### src/rtl/week6_ex1_challenge_sweep_ctrl.sv
// ---------------------------------------------------------------------------
// week6_ex1_challenge_sweep_ctrl
//
// Exhaustive sweep sequencer for the 7-input challenge circuit. On start it
// walks vec = 0..127 onto A..G. Each vector is held for SETTLE cycles and then
// sampled once. Over the sweep the block accumulates:
//   - the number of vectors that gave Y=1,
//   - a 16-bit MISR signature of the sampled Y stream,
//   - the lowest vector index that gave Y=1.
//
// Ports
//   clk          in   rising-edge clock
//   rst          in   asynchronous active-high reset
//   start        in   begin a sweep (accepted in IDLE only)
//   abort        in   cancel a running sweep (ignored in IDLE)
//   A..G         out  challenge circuit inputs, A = vec[6] .. G = vec[0]
//   y_in         in   challenge circuit output Y
//   busy         out  sweep in progress (SETTLE, SAMPLE or DONE)
//   done         out  one-cycle pulse when a full sweep completes
//   ones_count   out  number of vectors with Y=1 (0..128)
//   signature    out  MISR over the sampled Y sequence
//   first_one    out  lowest vector index with Y=1
//   found        out  at least one Y=1 seen this sweep
//
// Parameter
//   SETTLE       cycles each vector is held before sampling, 1..15
//
// States
//   state  | meaning
//   -------+-------------------------------------------------------------
//   IDLE   | waiting for start, results from the last sweep held
//   SETTLE | vec applied to A..G, settle_cnt counting hold cycles
//   SAMPLE | y_in sampled, results updated, vec advanced at closing edge
//   DONE   | sweep finished, done pulse for this single cycle
// ---------------------------------------------------------------------------
module week6_ex1_challenge_sweep_ctrl #(
  parameter int SETTLE = 2
) (
  input  logic        clk,
  input  logic        rst,
  input  logic        start,
  input  logic        abort,
  output logic        A,
  output logic        B,
  output logic        C,
  output logic        D,
  output logic        E,
  output logic        F,
  output logic        G,
  input  logic        y_in,
  output logic        busy,
  output logic        done,
  output logic [7:0]  ones_count,
  output logic [15:0] signature,
  output logic [6:0]  first_one,
  output logic        found
);

  localparam logic [1:0] ST_IDLE   = 2'd0;
  localparam logic [1:0] ST_SETTLE = 2'd1;
  localparam logic [1:0] ST_SAMPLE = 2'd2;
  localparam logic [1:0] ST_DONE   = 2'd3;

  localparam logic [3:0]  SETTLE_LAST = 4'(SETTLE - 1);
  localparam logic [6:0]  VEC_LAST    = 7'd127;
  localparam logic [15:0] MISR_POLY   = 16'h1021;

  logic [1:0]  state;
  logic [1:0]  state_nxt;
  logic [6:0]  vec;
  logic [3:0]  settle_cnt;
  logic [15:0] signature_nxt;

  logic start_accept;
  logic sample_en;
  logic vec_advance;

  // A start is only honoured from IDLE; abort in IDLE has no meaning, so a
  // simultaneous start+abort there is simply a start.
  assign start_accept = (state == ST_IDLE) && start;

  // Abort cancels the pending sample as well as the transition out of SAMPLE,
  // so a partial result never includes the vector that was in flight.
  assign sample_en   = (state == ST_SAMPLE) && !abort;
  assign vec_advance = sample_en && (vec != VEC_LAST);

  // -------------------------------------------------------------------------
  // Next-state logic
  // -------------------------------------------------------------------------
  always_comb begin
    state_nxt = state;
    case (state)
      ST_IDLE: begin
        if (start) begin
          state_nxt = ST_SETTLE;
        end
      end
      ST_SETTLE: begin
        if (abort) begin
          state_nxt = ST_IDLE;
        end else if (settle_cnt == SETTLE_LAST) begin
          state_nxt = ST_SAMPLE;
        end
      end
      ST_SAMPLE: begin
        if (abort) begin
          state_nxt = ST_IDLE;
        end else if (vec == VEC_LAST) begin
          state_nxt = ST_DONE;
        end else begin
          state_nxt = ST_SETTLE;
        end
      end
      ST_DONE: begin
        state_nxt = ST_IDLE;
      end
      default: begin
        state_nxt = ST_IDLE;
      end
    endcase
  end

  always_ff @(posedge clk or posedge rst) begin
    if (rst) begin
      state <= ST_IDLE;
    end else begin
      state <= state_nxt;
    end
  end

  // -------------------------------------------------------------------------
  // Vector and settle counter
  // -------------------------------------------------------------------------
  always_ff @(posedge clk or posedge rst) begin
    if (rst) begin
      vec        <= 7'd0;
      settle_cnt <= 4'd0;
    end else if (start_accept) begin
      vec        <= 7'd0;
      settle_cnt <= 4'd0;
    end else if ((state == ST_SETTLE) && !abort) begin
      settle_cnt <= settle_cnt + 4'd1;
    end else if (vec_advance) begin
      vec        <= vec + 7'd1;
      settle_cnt <= 4'd0;
    end
  end

  // -------------------------------------------------------------------------
  // Result accumulation
  // -------------------------------------------------------------------------
  // CCITT-polynomial MISR with the sampled Y folded into bit 0.
  always_comb begin
    signature_nxt = {signature[14:0], 1'b0}
                  ^ (signature[15] ? MISR_POLY : 16'h0000)
                  ^ {15'b0, y_in};
  end

  always_ff @(posedge clk or posedge rst) begin
    if (rst) begin
      ones_count <= 8'd0;
      signature  <= 16'h0000;
      first_one  <= 7'd0;
      found      <= 1'b0;
    end else if (start_accept) begin
      ones_count <= 8'd0;
      signature  <= 16'h0000;
      first_one  <= 7'd0;
      found      <= 1'b0;
    end else if (sample_en) begin
      // At most 128 increments per sweep, so 8 bits never wrap.
      ones_count <= ones_count + {7'd0, y_in};
      signature  <= signature_nxt;
      if (y_in && !found) begin
        first_one <= vec;
        found     <= 1'b1;
      end
    end
  end

  // -------------------------------------------------------------------------
  // Outputs
  // -------------------------------------------------------------------------
  assign {A, B, C, D, E, F, G} = vec;

  assign busy = (state != ST_IDLE);
  assign done = (state == ST_DONE);

endmodule

### config.mk
export PLATFORM = sky130hd
export DESIGN_NAME = week6_ex1_challenge_sweep_ctrl
export DESIGN_NICKNAME = d
export VERILOG_FILES = /design/src/rtl/week6_ex1_challenge_sweep_ctrl.sv
export SDC_FILE = /design/constraint.sdc
export NUM_CORES = 1
export LEC_CHECK = 0
export BUFFER_PORTS_ARGS = -buffer_cell sky130_fd_sc_hd__buf_2
export CORE_MARGIN = 4
export CORE_UTILIZATION = 40
export CTS_CLUSTER_SIZE = 40
export DETAILED_ROUTE_END_ITERATION = 8
export GPL_ROUTABILITY_DRIVEN = 0
export SLEW_MARGIN = 20
export SYNTH_ARGS = -nofsm -noshare
export SYNTH_HDL_FRONTEND = slang
export SYNTH_SLANG_ARGS = --single-unit
### constraint.sdc
create_clock -name clk -period 2.6 [get_ports clk]
set_clock_uncertainty 0.15 [all_clocks]
set_input_delay 0.26 -clock clk [delete_from_list [all_inputs] [get_ports clk]]
set_output_delay 0.26 -clock clk [all_outputs]
set_load 0.05 [all_outputs]
==> results.toml, run 1 <==
[cells_and_area]
final_cells = 299
area_growth_pct = 19.8
drive_above_1_share = 0.272
final_cell_area_um2 = 2490
nNetsFinal = 241
nFillCells = 471
num_antenna_cells = 0

[logic_synthesis]
synth.distinct_cells = 39
yosys-top-cells-area = "dfrtp_1 54%, a22o_1 7.6%, mux2i_1 5.8%"
postSynthAreaPerCell_um2 = 11.2
ys_top_cells_by_count = "45 x dfrtp_1, 18 x a22o_1, 16 x nand2_1, 12 x mux2i_1, 10 x inv_1"
async_reset_ff_frac = 1.00
yosys_warnings = 0
syn_inst = 185
synth_edf_count = 0
ys.flop_type = "dfrtp_1"
seq_area_frac_synth = 0.542
synth_most_common_cell = "dfrtp_1"
ys_ff_latch = 45
synth.largest_area_cell = "dfrtp_1"
synth_nets = 195
synth_top_area_frac = 0.542
synth_area_um2 = 2080

[floorplanning]
fp.dieH_um = 80.1
die-width_um = 80.1
dieArea_um2 = 6410
initial_utilization = 0.426
ios = 46
core_area_um2 = 4880
rows = 25

[clock_tree]
htreeDepth = 2
cts_root_buf = "clkbuf_8"
tritoncts = "built"
cts_resized = 0
numCtsBuffers = 5
clock_path_buffers = 2
clk_latency_ns = 0.29
cts.sinks = 45
clk_pin_slew_ns = 0.09

[sta]
hold_viol = 0
worstMarginPinSlew_ns = 0.796
fin_crit_sh = 0.761
drv_slew = 0
rsz0062_at_grt = "false"
fmax_ghz = 0.506
setup-violations-final = 0
tns_ns = 0
layout_min_cycle_time_ns = 1.98
slew_headroom = 0.466
whs_ns = 0.0772

[worst_setup_path]
path_cells = "or3b_1 -> or4_1 -> a21oi_1"
cpPeakStageDelay_ns = 0.54
crit_buf_inv = 0
critPathCaptureType = "flop"
worstPathRequired_ns = 2.66
crit_fanout = 12
slowest_stage = "or3b_1"
path_delay_family = "simple AND/OR/NAND/NOR gates"
timing_worst_setup_path_type = "flop to flop"
arrival_ns = 2.04
worst_setup_path_start_kind = "flop"

[power]
p_per_area_nw_per_um2 = 634
fin_total_pwr_mw = 1.58
max-vdd-ir-drop_v = 0.000513
leakage_nw = 1.32

[global_route]
grt_antenna_before_repair = 0
grt_first_pass_wirelength_mm = 7.59
grt_pass1_vias = 1490
grt_max_degree = 26
grt.overflow.total = 0
track_usage = 0.150

[drt]
drtAntennaViolNets = 0
dr.pass1.iters = 4
drt_iter0_markers = 69
vias = 1550
post_drt_wl_per_cell_um = 14.9
routed_wl_mm = 4.46
via_per_inst = 5.18
drc = 0

[placed_design]
dp_cells = 290
port_buffers = 45
dpl_cell_area_um2 = 2380
dp_hpwl_mm = 3.17

[job]
max_cap_violations = 0

[outcome]
status = "complete, no violations"

[hold_path]
hold_class = "primary input to flop"
## cells by family after synthesis
logic type                 Yosys count  synth area share
and+or+nand+nor                     58             0.166
DFF                                 45             0.542
AOI/OAI and AO/OA                   38             0.137
buffers and inverters               21            0.0404
muxes                               13            0.0633
xor gates and xnor gates             5            0.0211
adders and majority gates            5            0.0301
## cells in the final DEF, fill, tap and decap left out, types with 4 or more instances in the layout
| cell | instances |
|---|---|
| inv_1 | 9 |
| nand2_1 | 16 |
| mux2i_1 | 12 |
| a22o_1 | 18 |
| nand3_1 | 9 |
| ha_1 | 5 |
| clkbuf_8 | 6 |
| buf_2 | 45 |
| dfrtp_1 | 45 |
| a21oi_1 | 8 |
| nor3_1 | 4 |
## registers in the layout, indices dropped and copies added, names as in the netlist
signal	count
signature	16
vec	7
settle_cnt	4
first_one	7
ones_count	8
found	1
state	2
## final cells by class
type | instances | area (µm²) | share of cell area
well taps | 67 | 83.8 | 0.0337
flip-flops and latches | 45 | 1130 | 0.452
repair buffers | 50 | 278 | 0.112
clock buffers | 6 | 82.6 | 0.0332
multi-input cells | 119 | 867 | 0.348
inverters | 10 | 37.5 | 0.0151
clock inverters | 2 | 13.8 | 0.00553
## repair_timing
item / in CTS / in global routing
endpoints found under the hold margin: 20 / 0
hold buffers: 1 / 0
buffers inserted: 0 / 0
setup endpoints to repair: 0 / 0
## where the power goes
group	internal [mW]	total, mW	switching (mW)
clock network	0.216	0.452	0.236
registers	0.735	0.793	0.0581
logic	0.0996	0.332	0.232
## final timing paths
| kind | startpoint | to | slack [ns] | cells past startpoint |
|---|---|---|---|---|
| setup / recovery | state[0] | ones_count[7] | 0.62 | 3 |
| hold / removal | abort | state[1] | 0.08 | 2 |
| setup reg to reg | state[0] | ones_count[7] | 0.62 | 3 |
| hold reg to reg | first_one[6] | first_one[6] | 0.38 | 2 |
| max in group asynchronous | rst | signature[14] | 1.36 | 4 |
| min in group asynchronous | rst | vec[0] | 0.41 | 3 |
## metal layers
metal,track usage,vias up,share of wire
li1,-,763,-
met1,0.216,752,0.51
met2,0.228,33,0.45
met3,0.0415,2,0.042
met4,0.0253,0,0.0034
met5,0,-,0
## through the flow
step                worst slack [ns]   util
floorplan                      0.617      -
global placement               0.703  0.488
detailed placement             0.656  0.488
CTS                            0.635  0.510
global route                   0.516  0.510
finish                         0.623  0.510
(Power assumes the default switching activity.)
==> run 2, diff against run 1 <==
- clock period: 2.6 -> 1.65 ns (I/O delays scaled with it)
==> run 2 against run 1 <==
Highest routed layer unchanged. Critical endpoint unchanged. Flip-flop and latch count unchanged. Via count up 3.4%. Power up 79%. Clock power up 92%. Design area up 9.1%. Fmax up 16%. Cell count up 4.7%. Sequential power up 58%. Sequential share of layout area down 3.1 points. The flow now finishes with violations (negative setup slack). Utilization up 4.6 points.
==> results.toml, run 2 (synthesis gave the netlist of run 1 again) <==
[outcome]
status = "complete, but fails checks"
violations = "negative setup slack"

[drt]
drc = 0
dr.pass1.iters = 3
post_drt_wl_per_cell_um = 14.8
drtAntennaViolNets = 0
routed_wl_mm = 4.65
drt_iter0_markers = 67
vias = 1603
via_per_inst = 5.12

[clock_tree]
numCtsBuffers = 5
clock_path_buffers = 2
clk_latency_ns = 0.29
clk_pin_slew_ns = 0.08
cts_root_buf = "clkbuf_8"
cts.sinks = 45
htreeDepth = 2
tritoncts = "built"

[cells_and_area]
final_cell_area_um2 = 2720
finish.utilization = 0.556
final_common_cell = "buf_2"
area_growth_pct = 30.7
multi_input_area_um2 = 933
nNetsFinal = 255
final_cell_mix = "44 x buf_2, 31 x dfrtp_1, 18 x a22o_1"
ff_latch_area_um2 = 1140
largest_reg_flops = 16
drive_above_1_share = 0.402
nFillCells = 472
top_regs = "signature: 16 flops, ones_count: 8 flops"
num_antenna_cells = 0
top_register = "signature"

[placed_design]
dp_hpwl_mm = 3.36
port_buffers = 45
dpl_cell_area_um2 = 2530

[sta]
fmax_ghz = 0.586
whs_ns = 0.0169
slew_headroom = 0.698
hold_viol = 0
rsz0062_at_grt = "true"
fin_crit_sh = 1.03
worstMarginPinSlew_ns = 0.450
setup_slack_ns = -0.0559
layout_min_cycle_time_ns = 1.71
setup-violations-final = 3
drv_slew = 0

[hold_path]
worstHoldStart = "abort"
hold_class = "primary input to flop"
hold_end = "state[1]"
whs_path_depth = 2

[worst_setup_path]
critPathCaptureType = "flop"
worstPathRequired_ns = 1.73
arrival_ns = 1.78
worstReg2RegStart = "state[0]"
r2r_setup_slack_ns = -0.06
ff2ff_path_depth = 3
timing_worst_setup_path_type = "flop to flop"
r2r_end = "ones_count[7]"
worst_setup_path_start_kind = "flop"
crit_fanout = 8

[floorplanning]
initial_utilization = 0.426
dieArea_um2 = 6410
ios = 46
die-width_um = 80.1
rows = 25
core_area_um2 = 4880
fp.dieH_um = 80.1

[power]
max-vdd-ir-drop_v = 0.000454
leakage_nw = 1.38
p_per_area_nw_per_um2 = 1040

[global_route]
grt_pass1_vias = 1689
track_usage = 0.164
grt.overflow.total = 0
grt_first_pass_wirelength_mm = 8.31
grt_max_degree = 23
grt_antenna_before_repair = 0

[job]
max_cap_violations = 0
-- run 2: changes by cell type in the layout (fill, tap and decap cells not counted), moves of 2 or more --
cell	change
buf_6	+2
ha_1	-3
dfrtp_1	-14
or3b_1	-2
or3b_4	+2
ha_4	+3
dfrtp_2	+14
buf_4	+12
-- run 2: where the power goes --
part / switching, mW / internal (mW)
Sequential: 0.0881 / 1.16
Combinational: 0.413 / 0.294
Clock: 0.373 / 0.494
Total: 0.874 / 1.95
-- run 2: what timing repair did --
action	CTS	global route
setup buffers	1	1
resized for setup	7	8
endpoints found under the hold margin	11	0
setup endpoints to repair	25	26
hold buffers	1	0
cloned	0	0
pin swaps	0	3
-- run 2: stage by stage --
step           std cells  worst slack (ns)  TNS, ns  total power [mW]
6_report             313           -0.0559  -0.0959              2.83
4_1_cts              312           -0.0574   -0.242              2.83
3_3_place_gp         302           -0.0745   -0.242              1.88
2_1_floorplan        185            -0.136   -0.151              1.69
3_5_place_dp         302           -0.0927   -0.585              1.90
5_1_grt              313           -0.0962   -0.406              2.98
-- run 2: layout make-up --
class	instances	share of cell area
Inverter	10	0.0138
Timing Repair Buffer	64	0.147
Clock buffer	7	0.0318
Tap cell	67	0.0309
Multi-Input combinational cell	119	0.344
Sequential cell	45	0.421
Clock inverter	1	0.0111
-- run 2: worst max-delay path by stage --
stage          cells past startpoint  slack (ns)            end     startpoint
4_1_cts                            3       -0.06       state[0]       state[1]
5_1_grt                            4        -0.1  settle_cnt[3]       state[0]
2_1_floorplan                      5       -0.14  ones_count[6]  ones_count[0]
6_report                           3       -0.06  ones_count[7]       state[0]
3_3_place_gp                       3       -0.07  ones_count[7]       state[0]
3_5_place_dp                       3       -0.09  ones_count[7]       state[0]
-- run 2: worst max-delay path: stages, from the launching register on --
cell and delay, ns:
dfrtp_2 0.48, or3b_4 0.47, or4_4 0.43, a21oi_2 0.12
-- run 2: routing by layer --
| layer | vias up | routed length, µm | global-route usage |
|---|---|---|---|
| met5 | - | 0 | 0 |
| met4 | 0 | 48 | 0.0507 |
| met3 | 4 | 240 | 0.0415 |
| met2 | 37 | 2070 | 0.256 |
| met1 | 770 | 2290 | 0.225 |
| li1 | 792 | - | - |
